## config.mk

```make
export PLATFORM = sky130hd
export DESIGN_NAME = lane_serializer
export DESIGN_NICKNAME = d
export VERILOG_FILES = /design/src/rtl/lane_serializer_pkg.sv /design/src/rtl/lane_select.sv /design/src/rtl/lane_serializer.sv
export SDC_FILE = /design/constraint.sdc
export NUM_CORES = 1
export LEC_CHECK = 0
export ABC_AREA = 1
export BUFFER_PORTS_ARGS = -buffer_cell sky130_fd_sc_hd__buf_2
export CORE_UTILIZATION = 31
export CTS_BUF_LIST = sky130_fd_sc_hd__clkbuf_8
export CTS_CLUSTER_DIAMETER = 30
export CTS_CLUSTER_SIZE = 16
export DETAILED_ROUTE_END_ITERATION = 8
export GPL_TIMING_DRIVEN = 0
export PLACE_DENSITY = 0.48
export SYNTH_ARGS = -nofsm -noshare
export SYNTH_HDL_FRONTEND = slang
export SYNTH_HIERARCHICAL = 1
export SYNTH_SLANG_ARGS = --single-unit
```

## constraint.sdc

```tcl
create_clock -name clk -period 2.1 [get_ports clk]
set_input_delay 0 -clock clk [delete_from_list [all_inputs] [get_ports clk]]
set_output_delay 0 -clock clk [all_outputs]
set_load 0.01 [all_outputs]
```

## src/rtl/lane_serializer_pkg.sv

```systemverilog
// Shared types and defaults for the lane serializer.
package lane_serializer_pkg;

    typedef enum logic {IDLE, SEND} ls_state_t;

    localparam int LS_W_DEF = 8;
    localparam int LS_N_DEF = 4;

endpackage

```

## src/rtl/lane_select.sv

```systemverilog
// N:1 lane multiplexer: picks lane idx_i (W bits) out of a packed frame buffer.
module lane_select #(
    parameter int W  = 8,
    parameter int N  = 4,
    parameter int IW = $clog2(N)
) (
    input  logic [N*W-1:0] lanes_i,
    input  logic [IW-1:0]  idx_i,
    output logic [W-1:0]   lane_o
);

    always_comb begin
        lane_o = '0;
        for (int k = 0; k < N; k++) begin
            if (idx_i == IW'(k)) lane_o = lanes_i[k*W +: W];
        end
    end

endmodule

```

## src/rtl/lane_serializer.sv

```systemverilog
// Captures an N-lane frame and replays it one lane per beat on a narrow valid/ready port.
// Optional even-parity output enabled by LANE_SERIALIZER_PARITY_EN.
//
// state | meaning
// IDLE  | no frame held, ready for a new frame
// SEND  | replaying buffered frame, lane idx on the output
module lane_serializer
    import lane_serializer_pkg::*;
#(
    parameter int W     = LS_W_DEF,
    parameter int N     = LS_N_DEF,
    parameter int CNT_W = 8,
    localparam int IW   = $clog2(N)
) (
    input  logic             clk,
    input  logic             rst_n,
    input  logic             in_valid_i,
    output logic             in_ready_o,
    input  logic [N*W-1:0]   in_lanes_i,
    output logic             out_valid_o,
    input  logic             out_ready_i,
    output logic [W-1:0]     out_data_o,
    output logic [IW-1:0]    out_idx_o,
    output logic             out_last_o,
    output logic [CNT_W-1:0] frame_cnt_o
`ifdef LANE_SERIALIZER_PARITY_EN
   ,output logic             out_par_o
`endif
);

    ls_state_t        state_q, state_d;
    logic [N*W-1:0]   buf_q, buf_d;
    logic [IW-1:0]    idx_q, idx_d;
    logic [CNT_W-1:0] frame_cnt_q;
    logic             out_valid_q;
    logic [W-1:0]     out_data_q;
    logic             out_last_q;
    logic             beat, on_last, accept;
    logic [W-1:0]     lane_nxt;

    assign on_last    = (idx_q == IW'(N - 1));
    assign beat       = (state_q == SEND) && out_ready_i;
    assign in_ready_o = (state_q == IDLE) || (beat && on_last);
    assign accept     = in_valid_i && in_ready_o;

    always_comb begin
        buf_d   = buf_q;
        idx_d   = idx_q;
        state_d = state_q;
        if (accept) begin
            buf_d   = in_lanes_i;
            idx_d   = '0;
            state_d = SEND;
        end else if (beat) begin
            if (on_last) state_d = IDLE;
            else         idx_d   = idx_q + 1'b1;
        end
    end

    // Output data is registered from the next buffer/index so it appears the cycle after accept.
    lane_select #(.W(W), .N(N), .IW(IW)) u_lane_select (
        .lanes_i (buf_d),
        .idx_i   (idx_d),
        .lane_o  (lane_nxt)
    );

    always_ff @(posedge clk or negedge rst_n) begin
        if (!rst_n) begin
            state_q     <= IDLE;
            buf_q       <= '0;
            idx_q       <= '0;
            frame_cnt_q <= '0;
            out_valid_q <= 1'b0;
            out_data_q  <= '0;
            out_last_q  <= 1'b0;
        end else begin
            state_q     <= state_d;
            buf_q       <= buf_d;
            idx_q       <= idx_d;
            out_valid_q <= (state_d == SEND);
            out_data_q  <= lane_nxt;
            out_last_q  <= (state_d == SEND) && (idx_d == IW'(N - 1));
            if (beat && on_last) frame_cnt_q <= frame_cnt_q + 1'b1;
        end
    end

`ifdef LANE_SERIALIZER_PARITY_EN
    logic out_par_q;

    always_ff @(posedge clk or negedge rst_n) begin
        if (!rst_n) out_par_q <= 1'b0;
        else        out_par_q <= ^lane_nxt;
    end

    assign out_par_o = out_par_q;
`endif

    assign out_valid_o = out_valid_q;
    assign out_data_o  = out_data_q;
    assign out_idx_o   = idx_q;
    assign out_last_o  = out_last_q;
    assign frame_cnt_o = frame_cnt_q;

endmodule
```

==> results.ini, run 1 <==
[floorplan]
rows = 31
core_sq_um = 7250
start_util = 0.320
die_area_sq_um = 7850
pin_count = 57
die_x_um = 88.6
die_h_um = 88.6

[cells_and_area]
final_core_utilization = 0.432
antenna_cells = 0
area_growth_pct = 35.0
num-nets-final = 396
drive_above_1_share = 0.230
postLayoutCellArea_sq_um = 3140

[logic_synthesis]
async_reset_ff_frac = 1.00
ys_types = 21
netlist_area_sq_um = 2320
synth_most_common_cell = nand2_1
synth_top_family_by_area = simple AND/OR/NAND/NOR gates
synth-xor-area-share = 0.0151
synth_mux_area_frac = 0
synth_nets = 300
yosysTopAreaCellShare = 0.560
synth_area_leaders = dfrtp_1 (56%), nand2_1 (16%), nand3_1 (12%), buf_6 (3.4%), nand4_1 (2.2%)
synth_compound_area_frac = 0.00754
synth.yosys.seq_area_share = 0.560
ys_warn_count = 6
synthTopCellsByCount = nand2_1 (98), nand3_1 (58), dfrtp_1 (52)
synth_fa_ha_area_frac = 0.00539
synthFlopType = dfrtp_1
synth_seq_cells = 52
yosysTopAreaCell = dfrtp_1
yosys.area_share.simple = 0.344
synth_edf_count = 0
synth_cells = 263
avgSynthCellArea_sq_um = 8.83

[critical_path]
slowest_delay_ns = 0.46
worst_path_most_repeated_cell = inv_2
cp.depth = 10
regToRegSetupSlack_ns = 0.16
start_kind = register
worst-path-buf-inv = 4
worst_ep_arrival_time_ns = 2.10
worstPathMaxFanout = 10
cpMaxStageDelayCell = dfrtp_2
endpoint_kind = register
crit_family = buffers and inverters
rr_endpoint = out_data_o[1]$_DFF_PN0_
required_ns = 2.26
crit_chain = nand2_2 -> nor2_4 -> inv_2 -> nand2_8 -> buf_4 -> a22oi_1 -> buf_6 -> inv_2 -> nand3_1 -> nand4_1
reg2reg_depth = 10
r2r-start = out_valid_o$_DFF_PN0_
criticalPathCategory = reg -> reg

[place]
gp_congestion = 0.760
place_area_sq_um = 2720
post-dp-hpwl_mm = 4.07
io_buffer_count = 55

[sta]
worst_slew_pin_slew_ns = 1.16
fin_worst_skew_ns = 0.00273
grt_setup_unrepaired = no
post-route-period-util = 0.925
drv_slew = 0
fmax_ghz = 0.515
fin_crit_ns = 1.94
maxSlewHeadroom = 0.226
hold_viol = 0
setup_viol = 0
finalSetupTns_ns = 0

[global_route]
antenna_found_initial = 0
grt_pass1_vias = 1905
grt_max_degree = 53
overflow = 0
track_usage = 0.159
grt_first_pass_wirelength_mm = 9.43

[job]
drv_cap = 0

[clock_network]
clk_path_buf_depth = 2
cts_sinks = 52
worstSkewPairLatency_ns = 0.30
clk_pin_slew_ns = 0.09
clockRootBuffer = clkbuf_8
ctsHtreeMaxLevel = 2
cts_made_buffers = 5
cts_tree = built

[detailed_routing]
route.detailed.drc = 0
viasPerCell = 4.42
ant_nets = 0
firstDrtPassIters = 4
finalWirelength_mm = 5.73
vias = 2015
wl_per_cell_um = 12.6
drt-initial-drc-count = 110

[power_and_ir_drop]
peakVddDrop_mv = 0.387
leakage_nw = 1.61
sw_frac_of_total = 0.409
combPwrFrac = 0.474
p_sw_mw = 1.66
internal_power_mw = 2.40
p_per_area_nw_per_um2 = 1290
p_seq_frac = 0.397
pwr-share-clk = 0.128

[hold_path]
hold_path_class = in -> reg
hold_depth = 3
holdCritStartpoint = in_lanes_i[28]
hold_end = buf_q[28]$_DFF_PN0_

[run_status]
status = complete, no violations

## state kept, by name, summed over array words and instances (netlist names)
signal       count
buf_q           32
frame_cnt_o      8
out_data_o       8
out_idx_o        2
out_last_o       1
out_valid_o      1
## how the worst max path moves through the flow
stage                                 startpoint                 endpoint  slack, ns
after floorplan            out_valid_o$_DFF_PN0_  out_data_o[7]$_DFF_PN0_       0.32
after global placement     out_valid_o$_DFF_PN0_  out_data_o[1]$_DFF_PN0_       0.05
after detailed placement   out_valid_o$_DFF_PN0_  out_data_o[6]$_DFF_PN0_       0.05
after CTS                  out_valid_o$_DFF_PN0_  out_data_o[1]$_DFF_PN0_       0.04
after global routing      out_idx_o[0]$_DFF_PN0_  out_data_o[1]$_DFF_PN0_      0.003
final                      out_valid_o$_DFF_PN0_  out_data_o[1]$_DFF_PN0_       0.16
## tightest hold or removal path, cell delays in order
cell	delay (ns)
buf_2	0.08
nand3_1	0.07
nand2_1	0.11
## layer usage
layer,wire length [um],global-route usage
met1,2920,0.233
met2,2560,0.241
met3,181,0.0308
met4,65,0.0396
met5,0,0
## power groups by stage
stage	Clock (mW)	Combinational, mW	Sequential, mW
after detailed placement	0	1.87	1.63
after global routing	0.583	2.16	1.67
after floorplan	0	1.22	1.68
after CTS	0.538	1.92	1.61
after global placement	0	1.87	1.62
final	0.521	1.92	1.61
## area by class of cell
class	instances	area, sq um
multi-input cells	186	872
fillers	779	4120
repair buffers	89	611
inverters	11	41.3
plain buffers	14	118
well taps	99	124
flip-flops and latches	52	1300
clock buffers	5	68.8
## what timing repair did
| item | in CTS | in global routing |
|---|---|---|
| endpoints found under the hold margin | 82 | 1 |
| hold buffers | 31 | 1 |
| resized for setup | 0 | 2 |
| setup buffers | 0 | 2 |
| endpoints found under the setup margin | 0 | 8 |
## per-stage QoR
stage,hold slack [ns],power (mW),setup slack (ns),cells
floorplan,-0.296,2.90,0.324,263
global placement,0.275,3.49,0.0497,417
detailed placement,0.270,3.50,0.0534,417
CTS,0.00267,4.07,0.0413,453
global route,0.00441,4.41,0.00329,456
finish,0.00109,4.06,0.157,456
## cell usage in the layout, fill, tap and decap left out
cell / n
nor2_1: 7
buf_4: 5
ha_1: 1
nor2_4: 2
o21ai_0: 2
dlygate4sd3_1: 32
nand2_8: 1
xnor2_1: 2
clkbuf_1: 3
nand4_1: 8
dfrtp_1: 51
xor2_1: 2
nor3_1: 1
buf_2: 56
nand2_4: 1
a22oi_1: 1
dfrtp_2: 1
nand3_1: 58
nand2_2: 1
inv_2: 3
clkbuf_8: 5
inv_1: 8
nand2_1: 98
nand3b_1: 1
buf_6: 7
## cell families (layout without fill, tap and decap cells)
logic type      count (synthesis)  after routing
simple gates                  178            178
xor+xnor                        4              4
fa+ha+maj                       1              1
flops                          52             52
compound gates                  3              3
buf+inv                        25            119
Power figures use the tool's default switching activity.
==> inputs of run 2 (changes only) <==
Settings changed: ABC_AREA 1 to not set, PLACE_DENSITY 0.48 to 0.49.
Clock period 2.1 ns to 1.93 ns, I/O delays scaled along.
==> run 2 against run 1 <==
  * The run now ends with setup timing left
  * Synthesized area down 7.1%
  * Worst setup slack got worse by 0.23 ns
  * Register-to-register slack lost 0.23 ns
  * Global-route usage fell by 2.3 points
  * Wire length decreased by 17%
==> results.ini, run 2 <==
[critical_path]
crit_chain = buf_6 -> nand4_4 -> a21boi_4 -> buf_12 -> clkbuf_16 -> mux2_4 -> mux4_2
start_kind = register
crit_family = multiplexers
worst_ep_arrival_time_ns = 2.18
r2r-start = out_valid_o$_DFF_PN0_
slowest_delay_ns = 0.46
criticalPathCategory = reg -> reg
startpoint = out_valid_o$_DFF_PN0_
worst-path-buf-inv = 3
cpMaxStageDelayCell = mux4_2
worstPathMaxFanout = 6
endpoint_kind = register
required_ns = 2.11

[sta]
fin_worst_skew_ns = 0.00754
grt_setup_unrepaired = yes
timing.final.ws_setup_ns = -0.0684
maxSlewHeadroom = 0.230
worst_slew_pin_slew_ns = 1.15
drv_slew = 0
post-route-period-util = 1.04
fmax_ghz = 0.500
hold_ws_ns = 0.116
hold_viol = 0
fin_crit_ns = 2.00
setup_viol = 8

[hold_path]
holdCritStartpoint = out_ready_i
hold_path_class = in -> reg

[run_status]
status = finished, violations left
violations = setup timing

[cells_and_area]
final_core_utilization = 0.480
drive_above_1_share = 0.523
area_growth_pct = 50.1
regMostFlops = buf_q
layout_common_cells = buf_2 (56), dfrtp_1 (50), dlygate4sd3_1 (34)
layout_commonest_cell = buf_2
num-nets-final = 280
postLayoutCellArea_sq_um = 3240
largest_reg_flops = 32
n_fill_cell = 612
antenna_cells = 0

[logic_synthesis]
netlist_area_sq_um = 2160
synth_seq_cells = 52
synth_area_leaders = dfrtp_1 (60%), mux2_2 (17%), mux4_2 (8.3%), xor2_1 (2.4%), buf_6 (2.1%)
synthTopCellsByCount = dfrtp_1 (52), mux2_2 (33), mux4_2 (8)
synth_nets = 171
yosysTopAreaCellShare = 0.603
ys_types = 25
synth_cells = 134
async_reset_ff_frac = 1.00
yosysTopAreaCell = dfrtp_1
synthFlopType = dfrtp_1
ys_warn_count = 6
synth.yosys.seq_area_share = 0.603
synth_edf_count = 0
synth_most_common_cell = dfrtp_1
avgSynthCellArea_sq_um = 16.1

[detailed_routing]
finalWirelength_mm = 4.73
vias = 1476
route.detailed.drc = 0
drt-initial-drc-count = 29
viasPerCell = 4.57
ant_nets = 0
wl_per_cell_um = 14.6
firstDrtPassIters = 4

[global_route]
grt_max_degree = 53
antenna_found_initial = 0
overflow = 0
track_usage = 0.136
grt_first_pass_wirelength_mm = 7.42
grt_pass1_vias = 1548

[clock_network]
clk_pin_slew_ns = 0.09
worstSkewPairLatency_ns = 0.31
cts_tree = built
clk_path_buf_depth = 2
ctsHtreeMaxLevel = 2
cts_made_buffers = 5
clockRootBuffer = clkbuf_8
cts_sinks = 52

[place]
place_area_sq_um = 2580
post-dp-hpwl_mm = 3.00
io_buffer_count = 56
gp_congestion = 0.668

[floorplan]
start_util = 0.320
die_area_sq_um = 7300
die_x_um = 85.5
core_sq_um = 6760
pin_count = 57
rows = 30
die_h_um = 85.5

[job]
drv_cap = 0

[power_and_ir_drop]
peakVddDrop_mv = 0.613
leakage_nw = 1.52
finalPower_mw = 4.63
p_per_area_nw_per_um2 = 1430

## run 2: kinds of logic (layout without fill, tap and decap cells)
family	count (synthesis)	in the layout	synth area share
AOI/OAI and AO/OA	4	4	0.0180
xor gates and xnor gates	9	9	0.0365
adders and majority gates	1	1	0.00579
buffers and inverters	8	117	0.0301
DFF	52	52	0.603
muxes	41	41	0.256
and+or+nand+nor	19	19	0.0516
## run 2: worst min-delay path, stage by stage
cell    delay, ns
buf_2        0.14
xor2_1       0.08
and3_1       0.17
## run 2: stage by stage
stage          setup WS [ns]  cells  TNS [ns]
2_1_floorplan        -0.0807    134    -0.637
3_3_place_gp          -0.184    270     -1.39
3_5_place_dp          -0.244    270     -1.84
4_1_cts               -0.102    318    -0.688
5_1_grt               -0.126    323    -0.912
6_report             -0.0684    323    -0.458
## run 2: repair_timing
action	4_1_cts	5_1_grt
hold endpoints to repair	85	0
pin swaps	1	1
endpoints found under the setup margin	8	8
hold buffers	34	0
gates cloned	1	2
resized for setup	8	15
setup buffers	6	3
## run 2: final cells by class
type,count,area (sq um),area share
Tap cell,80,100,0.0309
Clock buffer,5,68.8,0.0212
Inverter,2,7.51,0.00232
Buffer,6,82.6,0.0255
Sequential cell,52,1300,0.402
Timing Repair Buffer,102,778,0.240
Clock inverter,2,12.5,0.00386
Multi-Input combinational cell,74,887,0.274
## run 2: final timing paths
check	endpoint	slack [ns]	cells after the start
max	out_data_o[5]$_DFF_PN0_	-0.07	7
min	out_last_o$_DFF_PN0_	0.12	3
max reg2reg	out_data_o[5]$_DFF_PN0_	-0.07	7
min reg2reg	frame_cnt_o[7]$_DFFE_PN0P_	0.47	1
max in group asynchronous	out_idx_o[1]$_DFF_PN0_	0.70	2
min in group asynchronous	frame_cnt_o[0]$_DFFE_PN0P_	0.47	2
## run 2: power breakdown
group,leakage [nW],switching (mW),internal (mW)
clock,0.0400,0.349,0.246
combinational,0.870,0.839,1.37
sequential,0.614,0.214,1.61
## run 2: metal layers
layer	up-vias	share of wire	global-route usage	wire length [um]
met2	25	0.52	0.245	2440
met3	7	0.030	0.0331	144
li1	692	-	-	-
met5	-	0	0	0
met4	0	0.013	0.0455	61
met1	752	0.44	0.158	2090
==> inputs of run 3 (changes only) <==
Settings changed: CORE_UTILIZATION 31 to 54, PLACE_DENSITY 0.49 to 0.78.
==> run 3 against run 2 <==
  * The flow still finishes with violations (setup timing)
  * Sequential share of layout area is 0.47 points higher
  * Sequential power rose by 3%
  * Die area down 42%
  * Combinational power barely moved
  * Via count is 4.0% higher
  * Fmax increased by 1.7%
  * Final area down 1.2%
  * First-iteration DRC count grew 79%
  * Non-clock buffer count down 3
  * Global-route usage rose by 12 points
  * Register-to-register slack gained 0.03 ns
  * Hold slack better by 0.0073 ns
  * Largest power group unchanged
==> results.ini, run 3 (synthesized netlist as in run 2, its figures left out) <==
[clock_network]
cts_made_buffers = 5
worstSkewPairLatency_ns = 0.31
clk_path_buf_depth = 2
ctsHtreeMaxLevel = 2
clockRootBuffer = clkbuf_8
cts_sinks = 52
cts_tree = built
clk_pin_slew_ns = 0.09

[power_and_ir_drop]
peakVddDrop_mv = 1.12
combPwrFrac = 0.462
pwr-share-clk = 0.150
p_sw_mw = 1.49
p_per_area_nw_per_um2 = 1510
sw_frac_of_total = 0.307
leakage_nw = 1.54
internal_power_mw = 3.35
p_seq_frac = 0.388

[floorplan]
die_x_um = 65.2
rows = 22
die_area_sq_um = 4260
core_sq_um = 3740
start_util = 0.577
pin_count = 57
die_h_um = 65.2

[global_route]
grt_first_pass_wirelength_mm = 7.66
antenna_found_initial = 0
track_usage = 0.255
overflow = 0
grt_pass1_vias = 1622
grt_max_degree = 53

[hold_path]
holdCritStartpoint = out_ready_i
hold_depth = 3
hold_end = out_last_o$_DFF_PN0_
hold_path_class = in -> reg

[critical_path]
required_ns = 2.11
worst-path-buf-inv = 3
rr_endpoint = out_data_o[6]$_DFF_PN0_
crit_family = multiplexers
worst_ep_arrival_time_ns = 2.14
r2r-start = out_valid_o$_DFF_PN0_
cpMaxStageDelayCell = mux4_2
criticalPathCategory = reg -> reg
start_kind = register
endpoint_kind = register
worstPathMaxFanout = 8
crit_chain = buf_6 -> nand4_4 -> a21boi_4 -> buf_12 -> clkbuf_16 -> mux2_4 -> mux4_2
regToRegSetupSlack_ns = -0.03
slowest_delay_ns = 0.46
reg2reg_depth = 7

[cells_and_area]
final_core_utilization = 0.856
drive_above_1_share = 0.515
layout_commonest_cell = buf_2
layout_common_cells = buf_2 (56), dfrtp_1 (50), dlygate4sd3_1 (34)
antenna_cells = 0
largest_reg_flops = 32
num-nets-final = 277
area_growth_pct = 48.3
regMostFlops = buf_q

[place]
io_buffer_count = 56
gp_congestion = 0.749
post-dp-hpwl_mm = 2.73

[sta]
worst_slew_pin_slew_ns = 1.09
timing.final.ws_setup_ns = -0.0348
drv_slew = 0
fin_crit_ns = 1.96
hold_ws_ns = 0.123
post-route-period-util = 1.02
fmax_ghz = 0.509
setup_viol = 8
grt_setup_unrepaired = yes
hold_viol = 0
maxSlewHeadroom = 0.270
fin_worst_skew_ns = 0.00857

[job]
drv_cap = 0

[detailed_routing]
route.detailed.drc = 0
vias = 1535
wl_per_cell_um = 18.7
finalWirelength_mm = 5.39
viasPerCell = 5.31
firstDrtPassIters = 4
drt-initial-drc-count = 52
ant_nets = 0

[run_status]
violations = setup timing
status = finished, violations left

run 3: worst max path at each step:
stage	start	endpoint	cells past startpoint
after floorplan	out_valid_o$_DFF_PN0_	out_data_o[0]$_DFF_PN0_	6
after global placement	out_idx_o[0]$_DFF_PN0_	out_data_o[0]$_DFF_PN0_	5
after detailed placement	out_idx_o[0]$_DFF_PN0_	out_data_o[3]$_DFF_PN0_	5
after CTS	out_valid_o$_DFF_PN0_	out_data_o[6]$_DFF_PN0_	7
after global routing	out_valid_o$_DFF_PN0_	out_data_o[6]$_DFF_PN0_	7
final	out_valid_o$_DFF_PN0_	out_data_o[6]$_DFF_PN0_	7
run 3: layout make-up:
cell class / instances / area (sq um)
plain buffers: 6 / 77.6
well taps: 48 / 60.1
inverters: 2 / 7.51
clock inverters: 3 / 38.8
repair buffers: 99 / 733
clock buffers: 5 / 68.8
multi-input cells: 74 / 913
fillers: 193 / 541
flip-flops and latches: 52 / 1300
run 3: per-stage QoR:
step           power (mW)  instance area (sq um)  instances  setup TNS, ns  setup WS (ns)
3_3_place_gp         3.53                   2540        238          -1.29         -0.168
5_1_grt              5.09                   3200        289         -0.784         -0.105
4_1_cts              4.50                   3080        287         -0.247        -0.0356
2_1_floorplan        3.14                   2200        134         -0.637        -0.0807
6_report             4.84                   3200        289         -0.162        -0.0348
3_5_place_dp         3.62                   2540        238          -1.77         -0.230
run 3: layer usage:
metal / vias up / part of all wire / global-route usage
li1: 683 / - / -
met4: 0 / 0.036 / 0.122
met1: 780 / 0.39 / 0.283
met2: 56 / 0.53 / 0.447
met3: 16 / 0.042 / 0.0712
met5: - / 0 / 0
run 3: power groups by stage:
stage	Clock [mW]	Combinational (mW)	Sequential (mW)
final	0.727	2.24	1.88
after detailed placement	0	1.78	1.85
after floorplan	0	1.26	1.88
after global placement	0	1.72	1.81
after CTS	0.721	1.95	1.83
after global routing	0.783	2.39	1.92
run 3: repair_timing:
| item | CTS | global route |
|---|---|---|
| endpoints found under the setup margin | 8 | 8 |
| gates cloned | 2 | 1 |
| hold buffers | 34 | 0 |
| buffers inserted | 5 | 1 |
| gates resized for setup | 9 | 25 |
| pin swaps | 1 | 1 |
| hold endpoints to repair | 85 | 0 |
run 3: worst register-to-register path: stages, from the launching register on:
cell       delay [ns]
dfrtp_1          0.37
buf_6            0.13
nand4_4          0.09
a21boi_4         0.17
buf_12           0.16
clkbuf_16        0.16
mux2_4           0.30
mux4_2           0.46
